## src/rtl/psum_accumulator.sv

```systemverilog
// Partial-sum group accumulator: sums len consecutive valid beats, saturates the
// group total to BITWIDTH and queues it in a 2-entry valid/ready output buffer.
module psum_accumulator #(
  parameter int BITWIDTH = 32,
  parameter int ACC_BITS = 40,
  parameter int LEN_BITS = 8
) (
  input  logic                aclk,
  input  logic                aresetn,
  input  logic                en,
  input  logic [BITWIDTH-1:0] din,
  input  logic                valid,
  input  logic [LEN_BITS-1:0] len,
  output logic [BITWIDTH-1:0] dout,
  output logic                dvalid,
  input  logic                dready,
  output logic                sat,
  output logic                overflow
);

  typedef enum logic {IDLE, ACCUM} state_t;

  typedef struct packed {
    logic [BITWIDTH-1:0] data;
    logic                sat;
  } entry_t;

  localparam logic [ACC_BITS-1:0] SAT_MAX = {{(ACC_BITS-BITWIDTH+1){1'b0}}, {(BITWIDTH-1){1'b1}}};
  localparam logic [ACC_BITS-1:0] SAT_MIN = {{(ACC_BITS-BITWIDTH+1){1'b1}}, {(BITWIDTH-1){1'b0}}};

  state_t              state_q, state_d;
  logic [ACC_BITS-1:0] acc_q, acc_d;
  logic [LEN_BITS-1:0] count_q, count_d;
  logic [LEN_BITS-1:0] grp_len_q, grp_len_d;
  logic [ACC_BITS-1:0] din_ext, sum;
  logic                complete;
  logic                beat;

  entry_t              mem [2];
  entry_t              new_entry;
  logic                rd_ptr, wr_ptr;
  logic [1:0]          occ;
  logic                full, push, pop;

  assign din_ext = {{(ACC_BITS-BITWIDTH){din[BITWIDTH-1]}}, din};
  assign beat    = en & valid;

  // NOTE: every variable gets a default before the case so no latch is inferred.
  always_comb begin
    state_d   = state_q;
    acc_d     = acc_q;
    count_d   = count_q;
    grp_len_d = grp_len_q;
    sum       = din_ext;
    complete  = 1'b0;
    if (beat) begin
      unique case (state_q)
        IDLE: begin
          grp_len_d = (len == '0) ? LEN_BITS'(1) : len;
          if (len <= LEN_BITS'(1)) begin
            complete = 1'b1;
          end else begin
            acc_d   = din_ext;
            count_d = LEN_BITS'(1);
            state_d = ACCUM;
          end
        end
        ACCUM: begin
          sum = acc_q + din_ext;
          if ((LEN_BITS+1)'(count_q) + (LEN_BITS+1)'(1) == (LEN_BITS+1)'(grp_len_q)) begin
            complete = 1'b1;
            acc_d    = '0;
            count_d  = '0;
            state_d  = IDLE;
          end else begin
            acc_d   = sum;
            count_d = count_q + LEN_BITS'(1);
          end
        end
        default: state_d = IDLE;
      endcase
    end
  end

  // NOTE: sequential state uses non-blocking assignments only.
  always_ff @(posedge aclk or negedge aresetn) begin
    if (!aresetn) begin
      state_q   <= IDLE;
      acc_q     <= '0;
      count_q   <= '0;
      grp_len_q <= '0;
    end else if (!en) begin
      state_q   <= IDLE;
      acc_q     <= '0;
      count_q   <= '0;
      grp_len_q <= '0;
    end else begin
      state_q   <= state_d;
      acc_q     <= acc_d;
      count_q   <= count_d;
      grp_len_q <= grp_len_d;
    end
  end

  // Clamp the wide sum into the signed BITWIDTH range.
  always_comb begin
    new_entry = '0;
    if ($signed(sum) > $signed(SAT_MAX)) begin
      new_entry.data = SAT_MAX[BITWIDTH-1:0];
      new_entry.sat  = 1'b1;
    end else if ($signed(sum) < $signed(SAT_MIN)) begin
      new_entry.data = SAT_MIN[BITWIDTH-1:0];
      new_entry.sat  = 1'b1;
    end else begin
      new_entry.data = sum[BITWIDTH-1:0];
    end
  end

  assign dvalid = (occ != 2'd0);
  assign full   = (occ == 2'd2);
  assign pop    = dvalid & dready;
  // When full, a simultaneous pop frees the slot the write pointer already targets.
  assign push   = complete & (~full | pop);

  always_ff @(posedge aclk or negedge aresetn) begin
    if (!aresetn) begin
      rd_ptr   <= 1'b0;
      wr_ptr   <= 1'b0;
      occ      <= 2'd0;
      overflow <= 1'b0;
    end else if (!en) begin
      rd_ptr   <= 1'b0;
      wr_ptr   <= 1'b0;
      occ      <= 2'd0;
      overflow <= 1'b0;
    end else begin
      if (pop)  rd_ptr <= ~rd_ptr;
      if (push) wr_ptr <= ~wr_ptr;
      unique case ({push, pop})
        2'b10:   occ <= occ + 2'd1;
        2'b01:   occ <= occ - 2'd1;
        default: occ <= occ;
      endcase
      if (complete && full && !pop) overflow <= 1'b1;
    end
  end

  // NOTE: the storage array has no reset; occupancy alone decides what is visible.
  always_ff @(posedge aclk) begin
    if (push) mem[wr_ptr] <= new_entry;
  end

  assign dout = dvalid ? mem[rd_ptr].data : '0;
  assign sat  = dvalid ? mem[rd_ptr].sat  : 1'b0;

endmodule

```

## config.mk

```make
export PLATFORM = sky130hd
export DESIGN_NAME = psum_accumulator
export DESIGN_NICKNAME = d
export VERILOG_FILES = /design/src/rtl/psum_accumulator.sv
export SDC_FILE = /design/constraint.sdc
export NUM_CORES = 1
export LEC_CHECK = 0
export CAP_MARGIN = 20
export CORE_MARGIN = 4
export CORE_UTILIZATION = 45
export CTS_CLUSTER_SIZE = 24
export DETAILED_ROUTE_END_ITERATION = 8
export GPL_ROUTABILITY_DRIVEN = 0
export PLACE_DENSITY = 0.7
export SLEW_MARGIN = 20
export SYNTH_ARGS = -nofsm -noshare
export SYNTH_HDL_FRONTEND = slang
export SYNTH_SLANG_ARGS = --single-unit
export TNS_END_PERCENT = 10
```

## constraint.sdc

```tcl
create_clock -name aclk -period 5.4 [get_ports aclk]
set_input_delay 1.08 -clock aclk [delete_from_list [all_inputs] [get_ports aclk]]
set_output_delay 1.08 -clock aclk [all_outputs]
set_load 0.01 [all_outputs]
```

# Word-level counts from Yosys, hierarchy flattened
# Memory sizes are Yosys's and may differ from the RTL's.
# Cells that the tools add are included.
[op_classes] n_addsub=5 mul=0 div_mod_pow=0 order_cmp=3 n_eq_ne=11 n_shift=0 mux=40 bitwise=8 n_reduce_logical=7
[ops] op="$mux 40" count=6
[ops] op="$pmux 40 s2" count=1
[ops] op="$mux 32" count=2
[ops] op="$mux 8" count=8
[ops] op="$add 40x40->40" count=1
[ops] op="$gt 40x32->1 const B" count=1
[ops] op="$lt 40x32->1 const B" count=1
[ops] op="$mux 33" count=1
[ops] op="$mux 1" count=17
[ops] op="$pmux 8 s2" count=1
[ops] op="$add 8x1->9 const B" count=1
[ops] op="$eq 9x8->1" count=1
[ops] op="$add 8x1->8 const B" count=1
[ops] op="$le 8x1->1 const B" count=1
[ops] op="$logic_not 8->1" count=1
[ops] op="$ne 2x1->1 const B" count=4
[ops] op="$eq 2x2->1 const B" count=2
[ops] op="$not 1->1" count=4
[ops] op="$pmux 1 s2" count=2
[ops] op="$pmux 2 s2" count=1
[ops] op="$reduce_and 2->1" count=2
[ops] op="$and 1x1->1" count=3
[ops] op="$ne 3x1->1 const B" count=1
[ops] op="$ne 3x3->1 const B" count=1
[ops] op="other kinds (9)" count=10
[totals] reg_bits=62 latchBits=0 mem_bits_rw=66 romBits=0 in_bits=45 word_cells=83 mem_count=1
[memory_table] memory="mem" depth=2 width=33 rd=1 rd_clocked_by_memory_dff=0 write_ports=1 line_no="39" text="entry_t mem [2];"

# Logic depth before layout (Yosys ltp)
# Gate-level depths: netlist (run 1).
[depth] word_depth=9 mapped_depth=13 mapped_depth_nobuf=12

# Worst setup path before layout (run 1)
# OpenSTA, ideal clock, no wires.
[synth_path] path_kind="flip-flop to flip-flop" startpoint="register count_q[0]" endpoint="memory mem[0][0] in the netlist's numbering (enable)" setup_ns=0.467 t_arrival_ns=4.322 path_slack_ns=0.612 path_stages_with_launch=9 n_path_buf=0 period_less_slack_ns=4.788 cell_sequence="dfrtp_1 > ha_1 > nand2_1 > o21a_1 > o31a_1 > nor4_1 > a21oi_1 > or2_2 > nor3_1"
[synth_via] elab_chain_cells=8
[synth_rtl] item="start: declaration" line_no="33" text="logic [LEN_BITS-1:0] count_q, count_d;"
[synth_rtl] item="start signal: assignment" line_no="100" text="count_q <= count_d;"
[synth_rtl] item="$add 8x1->9" line_no="70" text="if ((LEN_BITS+1)'(count_q) + (LEN_BITS+1)'(1) == (LEN_BITS+1)'(grp_len_q)) begin"
[synth_rtl] item="$eq 9x8->1" line_no="70"
[synth_rtl] item="$mux 1" line_no="70"
[synth_rtl] item="$pmux 1 s2" line_no="57" text="unique case (state_q)"
[synth_rtl] item="$mux 1" line_no="56" text="if (beat) begin"
[synth_rtl] item="$and 1x1->1" line_no="123" text="assign push = complete & (~full | pop);"
[synth_rtl] item="$mux 1" line_no="150" text="if (push) mem[wr_ptr] <= new_entry;"
[synth_rtl] item="$mux 1 (not written as such)" line_no="150"
[synth_rtl] item="end: declaration" line_no="39"
# No other way between the ends.

==> qor.txt, run 1 <==
Worst EP arrival: 4.83 ns
vias: 6984
VDD IR max: 0.240 mV
CTS sink cnt: 128
fraction of layout cells with a size suffix above 1: 0.0876
Avg Cell Area, Syn: 9.40 um2
Synth cell types: 65
YS warnings: 0
Critical path buffers and inverters: 2
CP max FO: 23
internal power: 2080 uW
Worst setup EP type: register
Via density: 5.77
initial DRC count: 522
Buffers on Ports: 79
Fin. Hold Viols: 0
Worst EP required: 5.55 ns
Hold Crit Start: acc_q[32]
max frequency: 214 MHz
type of origin of the critical path: primary input
TritonCTS clock tree: yes
Pleak: 0.00399 uW
most area-consuming cells after synthesis: edfxtp_1 (23%), dfrtp_1 (18%), mux2i_1 (7.4%)
Synth Net Count: 987
RSZ-0062 raised after global routing: false
Slew Limit Headroom: 0.321
setup skew after layout: 0.00900 ns
IO Pins: 80
pwr/cell area: 297 nW/um2
DRT antenna net count: 0
CTS-repair resized insts: 0
FP Rows: 49
CTS buffer count: 17
# diodes: 0
hold worst-path end: acc_q[32]
maxcap violations: 0
pin count of the biggest net entering global routing: 49
sw frac: 0.306
top cell type's share of synthesized area: 0.234
final wirelength: 21.9 mm
wire length per cell: 18.1 um
drt first pass iters: 5
Seq/Total Area, Yosys: 0.417
Clk network pwr share: 0.409
CTS max path bufs: 2
crit share post-route: 0.867
cell count after synthesis: 901
Die ar.: 21100 um2
Detail Placement HPWL: 15.9 mm
largest stage delay on the critical path: 0.56 ns
status: finished, final reports clean
initial antenna violation count: 0
Core Footprint: 18200 um2
Die Y: 145 um
crit-path leading delay family: compound AO/OA/AOI/OAI gates
synthesized flop and latch total: 128
Reg-to-Reg End: mem[1][14]
Async SR Flop Fraction: 0.484
Worst-Margin Slew: 1.02 ns
placed cell area: 9470 um2
Final min period: 4.68 ns
Reg clk slew, reported paths: 0.06 ns
met2 Use GR: 0.325
Max Slew Vio Count: 0
worst min path class: register to register
cell chain of the critical path: clkdlybuf4s50_1 -> ha_1 -> nand4_2 -> or4_1 -> a221oi_2 -> o31a_1 -> o31a_4 -> nor3_1 -> xor2_1 -> nor4_4 -> a211oi_4 -> buf_12 -> a31oi_1
drc violations: 0
GR Util met1: 0.292
Worst path slowest cell: or4_1
DIE WIDTH: 145 um
Seq pwr share: 0.368
main flop type after synthesis: edfxtp_1
all-layer global routing usage: 0.208
Overflow after GRT: 0
Area growth, synth to finish: 19.1%
switching power: 917 uW
setup slack, reg-to-reg: 1.48 ns
Post-CTS Hold Fix Bufs: 0
busiest layer in global routing: met2
Setup CP Type: primary input to register
CP Depth: 13
vias in the first global route: 6841
Design Area, Final: 10100 um2
GRT met3 Usage: 0.0402
clock network latency to the later pin of the worst-skew pair: 0.42 ns
R2R Path Start: acc_q[0]
Final TNS setup: 0 ns
Setup Viol. Count Final: 0
Post-synth EDFFs: 66
Root Driver: clkbuf_16
total setup buffers inserted after CTS: 0
Reg2Reg Depth: 13
Comb pwr share: 0.223
# nets final: 1055
hold-critical path depth: 1
first-pass GRT wire length: 35.8 mm
initial core utilization: 0.465
H-tree depth: 4
Post-Syn Area: 8470 um2
Synth area leader: edfxtp_1
synth_stat cells (all sizes together), types with 12 or more instances:
cell type	instances
nor3	13
nand3	19
a21o	22
mux2i	63
nand2	138
o21ai	77
dfrtp	62
o21a	12
nor2	75
xnor2	29
clkbuf	33
a31oi	21
ha	40
edfxtp	66
inv	15
xor2	24
buf	13
a21oi	83
cell type report:
class	count	area, um2
Tap cell	229	287
Fill cell	1633	8120
Timing Repair Buffer	95	931
Clock buffer	17	425
Clock inverter	15	195
Multi-Input combinational cell	712	4660
Sequential cell	128	3540
Inverter	15	56.3
through the flow:
step	hold WS, ns	total power (uW)	util	worst slack [ns]	cells
6_report	0.487	2990	0.554	0.717	1211
5_1_grt	0.510	3120	0.554	0.587	1211
4_1_cts	0.490	2990	0.554	0.771	1211
3_5_place_dp	0.477	1780	0.520	0.335	1179
3_3_place_gp	0.464	1770	0.520	0.506	1179
2_1_floorplan	0.453	1580	-	0.612	901
power by group through the flow:
stage	combinational, uW	sequential (uW)	clock [uW]
after floorplan	471	1110	0
after global placement	647	1120	0
after detailed placement	655	1120	0
after CTS	659	1100	1230
after global routing	734	1110	1280
final	668	1100	1220
placed cells by master, fill, tap and decap left out, types with 22 or more instances in the layout:
cell / instances
a21o_1: 22
a21oi_1: 69
clkdlybuf4s50_1: 78
dfrtp_1: 60
edfxtp_1: 66
ha_1: 40
mux2i_1: 63
nand2_1: 138
nor2_1: 74
o21ai_0: 76
xnor2_1: 27
xor2_1: 24
metal layers:
| layer | share of wire | vias up |
|---|---|---|
| met3 | 0.060 | 38 |
| met1 | 0.47 | 3310 |
| li1 | - | 3405 |
| met2 | 0.45 | 231 |
| met5 | 0 | - |
| met4 | 0.020 | 0 |
how the worst max path moves through the flow:
stage	startpoint	endpoint
6_report	din[16]	mem[1][14]
5_1_grt	din[0]	mem[1][14]
4_1_cts	din[16]	mem[1][14]
3_5_place_dp	din[16]	mem[1][14]
3_3_place_gp	din[16]	mem[0][1]
2_1_floorplan	count_q[0]	mem[0][0]
registers in the layout, indices dropped and copies added (netlist names):
signal,count
count_q,8
overflow,1
rd_ptr,1
occ,2
state_q,1
wr_ptr,1
mem,66
grp_len_q,8
acc_q,40
cell families (layout without fill, tap and decap cells):
kind of cell             count (synthesis)  after routing  synth area share
AND/OR/NAND/NOR                        291            291             0.152
AO/OA/AOI/OAI                          263            263             0.202
flip-flops                             128            128             0.417
multiplexers                            64             64            0.0758
buffers and inverters                   61            142            0.0337
XOR/XNOR                                53             53            0.0579
adder cells (fa/ha/maj)                 41             41            0.0615
Power figures use the tool's default switching activity.
==> run 2, diff against run 1 <==
DONT_BUFFER_PORTS = 1   (was unset)
PLACE_DENSITY = 0.65   (was 0.7)
==> run 2 against run 1 <==
Compared with the run above: cell count is 6.8% lower; design area is 8.4% lower; routed wire length is 0.22% higher; maximum frequency is 6.8% higher; combinational power is 9.6% lower; clock power is 4% lower; sequential share of layout area is 3.2 points higher; clock-buffer cell count is 1 higher; power is 3.8% lower; first-iteration DRC count is 8.6% lower; utilization is 4.7 points lower; non-clock buffer count is 82 lower; critical path type unchanged; critical endpoint is now mem[1][12]; largest cell class unchanged.
==> qor.txt, run 2 (synthesized netlist as in run 1, its figures left out) <==
H-tree depth: 4 (unchanged)
status: finished, final reports clean
cell chain of the critical path: ha_1 -> nand4_2 -> or4_1 -> a221oi_2 -> o31a_1 -> o31a_4 -> nor3_1 -> xor2_1 -> nand4_1 -> o211ai_4 -> buf_4 -> a31oi_1
Max Slew Vio Count: 0 (unchanged)
initial DRC count: 477 (-8.6%)
Final min period: 4.38 ns (-0.300 ns)
Final TNS setup: 0 ns (unchanged)
worst min path class: primary input to asynchronous set/reset pin
all-layer global routing usage: 0.208 (-0.000360)
Slew Limit Headroom: 0.330 (+0.00823)
R2R Path Start: acc_q[18]
total setup buffers inserted after CTS: 0 (unchanged)
drc violations: 0 (unchanged)
maxcap violations: 0 (unchanged)
Filler Cells Inserted: 1668 (+2.1%)
Min Hold Slack: 0.354 ns (-0.133 ns)
# diodes: 0 (unchanged)
Reg clk slew, reported paths: 0.06 ns (about the same)
Worst path slowest cell: or4_1
DIE WIDTH: 145 um (unchanged)
Buffers on Ports: 0 (-100%)
Setup Viol. Count Final: 0 (unchanged)
pin count of the biggest net entering global routing: 63 (+29%)
max reg flops: 66 (unchanged)
FP Rows: 49 (unchanged)
final worst-path setup slack: 1.02 ns (+0.300 ns)
vias: 6624 (-5.2%)
VDD IR max: 0.237 mV (-1.3%)
TritonCTS clock tree: yes
CP max FO: 13 (-43%)
most frequent cells in the layout: nand2_1 (138), o21ai_0 (76), nor2_1 (73), a21oi_1 (69), edfxtp_1 (66)
Placed Cells incl. Taps: 1097 (-7.0%)
type of origin of the critical path: primary input
Worst-Margin Slew: 1.01 ns (-0.0124 ns)
Design Area, Final: 9240 um2 (-8.4%)
drt first pass iters: 7 (+2)
Worst EP arrival: 4.52 ns (-0.31 ns)
DRT antenna net count: 0 (unchanged)
Fin. Hold Viols: 0 (unchanged)
CTS buffer count: 17 (unchanged)
clock network latency to the later pin of the worst-skew pair: 0.42 ns (about the same)
Biggest register: mem
final non-filler cell total: 1129 (-6.8%)
CTS max path bufs: 2 (unchanged)
pwr/cell area: 312 nW/um2 (+5.0%)
Setup CP Type: primary input to register
largest stage delay on the critical path: 0.56 ns (about the same)
max frequency: 228 MHz (+6.8%)
Die Y: 145 um (unchanged)
# nets final: 973 (-7.8%)
setup skew after layout: 0.00947 ns (+0.000470 ns)
Worst EP required: 5.54 ns (about the same)
crit share post-route: 0.812 (-0.0556)
Pleak: 0.00366 uW (-8.4%)
CTS-repair resized insts: 0 (unchanged)
final wirelength: 21.9 mm (+0.22%)
Root Driver: clkbuf_16
Worst setup EP type: register
Overflow after GRT: 0 (unchanged)
Detail Placement HPWL: 15.9 mm (about the same)
Largest regs: mem: 66 flops, acc_q: 40 flops
CTS sink cnt: 128 (unchanged)
fraction of layout cells with a size suffix above 1: 0.0889 (+0.00131)
placed cell area: 8640 um2 (-8.7%)
RSZ-0062 raised after global routing: false
Core Footprint: 18200 um2 (unchanged)
post-place setup slack: 0.640 ns (+0.305 ns)
first-pass GRT wire length: 35.2 mm (-1.8%)
vias in the first global route: 6328 (-7.5%)
initial antenna violation count: 0 (unchanged)
Via density: 5.87 (+1.7%)
Critical path buffers and inverters: 1 (-1)
Die ar.: 21100 um2 (unchanged)
critical path startpoint: din[18]
Area growth, synth to finish: 9.10%
IO Pins: 80 (unchanged)
most common cell after layout, fill and taps aside: nand2_1
Post-CTS Hold Fix Bufs: 0 (unchanged)
initial core utilization: 0.465 (unchanged)
crit-path leading delay family: compound AO/OA/AOI/OAI gates
wire length per cell: 19.4 um (+7.5%)
==> run 2: cell count changes in the layout (fill, tap and decap cells not counted), sizes merged <==
cell / delta
inv: -7
clkdlybuf4s50: -78
clkinvlp: +1
buf: -4
clkbuf: +1
clkinv: +5
==> run 2: final cells by class <==
type | count | area, um2 | area share
Timing Repair Buffer | 13 | 97.6 | 0.0106
Clock inverter | 14 | 165 | 0.0179
Sequential cell | 128 | 3540 | 0.383
Inverter | 15 | 56.3 | 0.00609
Multi-Input combinational cell | 712 | 4670 | 0.505
Tap cell | 229 | 287 | 0.0310
Clock buffer | 18 | 429 | 0.0465
==> run 2: power breakdown <==
part / total (uW) / internal [uW] / switching, uW
clock: 1170 / 724 / 446
combinational: 604 / 226 / 379
sequential: 1110 / 1080 / 29.4
total: 2880 / 2030 / 854
==> run 2: layer usage <==
layer,global-route usage,part of all wire
met1,0.306,0.48
met2,0.303,0.44
met3,0.0486,0.067
met4,0.0651,0.015
met5,0,0
==> run 2: metrics by stage <==
step	total power, uW	util
floorplan	1580	-
global placement	1710	0.475
detailed placement	1720	0.475
CTS	2890	0.507
global route	3000	0.507
finish	2880	0.507
==> run 2: path summary, 6_finish.rpt <==
kind / endpoint / slack (ns) / depth (start not counted)
setup / recovery: mem[1][12] / 1.02 / 12
hold / removal: count_q[0] / 0.35 / 0
max in group asynchronous: acc_q[39] / 4.93 / 0
setup reg to reg: mem[1][12] / 1.27 / 12
min in group aclk: acc_q[34] / 0.48 / 1
hold reg to reg: acc_q[34] / 0.48 / 1
==> run 3, diff against run 2 <==
PLACE_DENSITY = 0.67   (was 0.65)
clock period = 4 ns   (was 5.4 ns; I/O delays follow)
==> run 3 against run 2 <==
Compared with the run above: clock skew about the same; sequential share of layout area decreased by 1.4 points; largest cell class unchanged; critical endpoint is now mem[1][25]; routed wire length increased by 1.4%; design area increased by 3.7%; clock-buffer cell count unchanged; utilization increased by 1.9 points.
==> qor.txt, run 3 (synthesized netlist as in run 1, its figures left out) <==
Worst setup EP type: register
Worst EP required: 4.23 ns (-1.31 ns)
Pleak: 0.00386 uW (+5.3%)
VDD IR max: 0.274 mV (+16%)
Core Footprint: 18200 um2 (unchanged)
Buffers on Ports: 0 (unchanged)
vias: 6876 (+3.8%)
pin count of the biggest net entering global routing: 63 (unchanged)
status: finished, final reports clean
maxcap violations: 0 (unchanged)
pwr/cell area: 410 nW/um2 (+32%)
initial core utilization: 0.465 (unchanged)
IO Pins: 80 (unchanged)
max reg flops: 66 (unchanged)
# nets final: 1012 (+4.0%)
CTS-repair resized insts: 0 (unchanged)
Root Driver: clkbuf_16
final non-filler cell total: 1168 (+3.5%)
FP Rows: 49 (unchanged)
type of origin of the critical path: register
setup skew after layout: 0.00898 ns (-0.000487 ns)
initial DRC count: 663 (+39%)
RSZ-0062 raised after global routing: false
Overflow after GRT: 0 (unchanged)
Setup CP Type: register to register
wire length per cell: 19.0 um (-2.0%)
CTS max path bufs: 2 (unchanged)
Detail Placement HPWL: 16.5 mm (+3.3%)
Max Slew Vio Count: 0 (unchanged)
total setup buffers inserted after CTS: 0 (unchanged)
final wirelength: 22.2 mm (+1.4%)
CTS sink cnt: 128 (unchanged)
Die ar.: 21100 um2 (unchanged)
Final min period: 3.71 ns
first-pass GRT wire length: 36.3 mm (+3.2%)
Area growth, synth to finish: 13.1%
Placed Cells incl. Taps: 1136 (+3.6%)
H-tree depth: 4 (unchanged)
Worst-Margin Slew: 0.986 ns (-0.0190 ns)
CP max FO: 4 (-9)
max frequency: 269 MHz
clock network latency to the later pin of the worst-skew pair: 0.42 ns (about the same)
fraction of layout cells with a size suffix above 1: 0.129 (+0.0400)
CTS buffer count: 17 (unchanged)
Design Area, Final: 9580 um2 (+3.7%)
most common cell after layout, fill and taps aside: nand2_1
most frequent cells in the layout: nand2_1 (138), o21ai_0 (76), nor2_1 (73), a21oi_1 (69), edfxtp_1 (66)
Slew Limit Headroom: 0.342 (+0.0127)
Worst EP arrival: 3.95 ns (-0.57 ns)
Fin. Hold Viols: 0 (unchanged)
Biggest register: mem
drc violations: 0 (unchanged)
initial antenna violation count: 0 (unchanged)
# diodes: 0 (unchanged)
worst min path class: primary input to asynchronous set/reset pin
crit share post-route: 0.928
DIE WIDTH: 145 um (unchanged)
Via density: 5.89 (+0.34%)
Die Y: 145 um (unchanged)
Post-CTS Hold Fix Bufs: 0 (unchanged)
placed cell area: 8990 um2 (+4.0%)
Reg clk slew, reported paths: 0.06 ns (about the same)
Largest regs: mem: 66 flops, acc_q: 40 flops
all-layer global routing usage: 0.214 (+0.00656)
Setup Viol. Count Final: 0 (unchanged)
vias in the first global route: 6811 (+7.6%)
DRT antenna net count: 0 (unchanged)
drt first pass iters: 5 (-2)
TritonCTS clock tree: yes
[run 3: path summary, 6_finish.rpt]
path | startpoint | endpoint | slack, ns | cells past startpoint
setup / recovery | acc_q[0] | mem[1][25] | 0.29 | 13
hold / removal | aresetn | acc_q[20] | 0.07 | 0
setup reg to reg | acc_q[0] | mem[1][25] | 0.29 | 13
hold reg to reg | acc_q[32] | acc_q[32] | 0.48 | 1
max in group asynchronous | aresetn | rd_ptr | 3.82 | 0
min in group aclk | acc_q[32] | acc_q[32] | 0.48 | 1
[run 3: metrics by stage]
step / setup TNS (ns) / hold WS [ns] / util / power [uW] / setup slack (ns)
3_5_place_dp: -1.01 / 0.474 / 0.494 / 2390 / -0.0608
2_1_floorplan: 0 / 0.453 / - / 2140 / 0.148
3_3_place_gp: -0.128 / 0.465 / 0.494 / 2380 / -0.0531
6_report: 0 / 0.0699 / 0.526 / 3930 / 0.288
4_1_cts: 0 / 0.0531 / 0.526 / 3940 / 0.353
5_1_grt: 0 / 0.0473 / 0.526 / 4110 / 0.125
[run 3: power by group]
part | leakage [uW] | total, uW | switching [uW] | internal (uW)
combinational | 0.00216 | 893 | 530 | 363
sequential | 0.00143 | 1490 | 38.1 | 1450
clock | 0.000274 | 1540 | 617 | 925
total | 0.00386 | 3930 | 1190 | 2740
[run 3: layout make-up]
cell class	count	area, um2
clock buffer	18	429
clock inverter	14	156
fill	1606	8630
inverter	15	56.3
multi-input combinational	712	4670
sequential	128	3540
tap	229	287
timing repair buffer	52	440
[run 3: worst max-delay path: stages, from the launching register on]
cell	delay [ns]
dfrtp_1	0.38
ha_1	0.22
fa_1	0.41
a21o_1	0.22
a221oi_4	0.23
or4_1	0.19
a211oi_2	0.09
buf_4	0.16
o21ai_0	0.54
o21ai_0	0.25
buf_4	0.19
xor2_1	0.29
nand2_1	0.10
a31oi_1	0.25
[run 3: routing by layer]
layer / track usage / up-vias / wire (um)
met5: 0 / - / 0
met4: 0.0764 / 0 / 515
met3: 0.0527 / 40 / 1620
li1: - / 3331 / -
met2: 0.320 / 254 / 9760
met1: 0.304 / 3251 / 10300
==> variant, RTL diff (config.mk and constraints of run 3) <==
The parameter `LEN_BITS` goes from 8 to 16.
--- a/src/rtl/psum_accumulator.sv
+++ b/src/rtl/psum_accumulator.sv
@@ -5,3 +5,3 @@
   parameter int ACC_BITS = 40,
-  parameter int LEN_BITS = 8
+  parameter int LEN_BITS = 16
 ) (
Ports: changed (resized len); port bits go from 80 to 88. The function was not compared with the original's and may differ.
==> variant against run 3 <==
Worst hold slack better by 0.0026 ns; sequential cell count up 16; worst setup slack worse by 0.13 ns; power up 4.3%; non-clock buffer count up 8; design area up 12%; routed wire length up 11%; sequential power up 11%; synthesized area up 12%; combinational power up 0.9%; critical path type unchanged.
==> variant: results (changes against run 3) <==
[synthesis]
synthAdderAreaFrac = 0.0547  ; -0.00674
synth-compound-area-share = 0.214  ; +0.0129
synth_area_leaders = edfxtp_1 (21%), dfrtp_1 (21%), mux2i_1 (7.2%)
synthFlopType = dfrtp_1
synth-xor-area-share = 0.0558  ; -0.00214
yosysUniqueCellTypes = 70  ; +7.7%
synth_area_per_cell_um2 = 9.28  ; -1.3%
synth.net_count = 1119  ; +13%
seq_area_frac_synth = 0.414  ; -0.00368
async_flop_share = 0.542  ; +0.0573
yosys-top-cells-count = nand2_1 (118), nor2_1 (96), dfrtp_1 (78)
synthMuxAreaShare = 0.0716  ; -0.00424

[critical_path]
timing.rr.start = acc_q[0]$_DFFE_PN0P_
worstPathArrival_ns = 4.01  ; +0.06 ns
crit_fanout = 14  ; +10

[clock_tree]
worstSkewPairLatency_ns = 0.43
cts_max_level = 4  ; unchanged
clk_path_buf_depth = 2  ; unchanged
cts_buffers = 17  ; unchanged
ctsResizeCount = 0  ; unchanged
path_clk_slew_ns = 0.07

[drt]
vias_per_cell = 5.90  ; +0.29%
drt_iter0_drc = 610  ; -8.0%
vias = 7835  ; +14%
firstDrtPassIters = 5  ; unchanged
wl_per_cell_um = 18.5  ; -2.7%

[placement]
dp_worst_setup_slack_ns = -0.221  ; -0.161 ns
dpl_cell_area_um2 = 10100  ; +12%
dp.cells = 1295  ; +14%
hpwl_um = 18400  ; +12%

[grt]
grt_use_total = 0.209  ; -0.00497
grt_max_degree = 79  ; +25%
grt_first_pass_wirelength_um = 40300  ; +11%
first_global_vias = 7709  ; +13%

[layout]
nFillCells = 1904  ; +19%
drive_above_1_share = 0.106  ; -0.0229
antenna_cells = 0  ; unchanged
fin_nets = 1138  ; +12%

[power]
p_int_mw = 2.86  ; +4.4%
ir_worst_vdd_mv = 0.273  ; -0.44%
leakage_nw = 4.22  ; +9.5%

[sta]
fin_skew_ns = 0.0121  ; +0.00314 ns
worstMarginPinSlew_ns = 1.01  ; +0.0189 ns

[run_status]
status = complete, no violations

[variant: critical path, stage by stage (launching register included)]
cell and delay, ns:
dfrtp_1 0.38, ha_1 0.21, fa_1 0.40, a21o_1 0.19, a221o_1 0.37, a41oi_1 0.29
and2_1 0.19, o2bb2ai_1 0.15, mux2i_1 0.15, nor4bb_1 0.36, a31oi_1 0.18, buf_4 0.18
nand2b_4 0.23, o221a_1 0.30
[variant: final cells by class]
type,instances,area (µm²),share of cell area
tap,270,338,0.0316
clock inverter,15,148,0.0138
timing repair buffer,60,488,0.0456
multi-input combinational,807,5310,0.496
sequential,144,3940,0.368
inverter,14,52.6,0.00491
clock buffer,17,425,0.0398
[variant: power groups by stage]
stage	clock, mW	sequential (mW)	combinational [mW]
finish	1.55	1.65	0.901
global route	1.66	1.65	0.990
CTS	1.57	1.65	0.884
detailed placement	0	1.67	0.877
global placement	0	1.67	0.869
floorplan	0	1.66	0.629
[variant: final timing paths]
path	to	slack, ns	depth (start not counted)
min in group aclk	acc_q[30]$_DFFE_PN0P_	0.49	2
hold / removal	grp_len_q[3]$_DFFE_PN0P_	0.07	0
setup / recovery	mem[0][25]$_DFFE_PP_	0.15	13
setup reg to reg	mem[0][25]$_DFFE_PP_	0.15	13
max in group asynchronous	acc_q[18]$_DFFE_PN0P_	3.79	0
hold reg to reg	acc_q[30]$_DFFE_PN0P_	0.49	2
[variant: per-layer routing]
| layer | track usage | vias up | part of all wire |
|---|---|---|---|
| li1 | - | 3844 | - |
| met1 | 0.288 | 3718 | 0.46 |
| met2 | 0.337 | 235 | 0.47 |
| met3 | 0.0401 | 38 | 0.053 |
| met4 | 0.0614 | 0 | 0.022 |
| met5 | 0 | - | 0 |
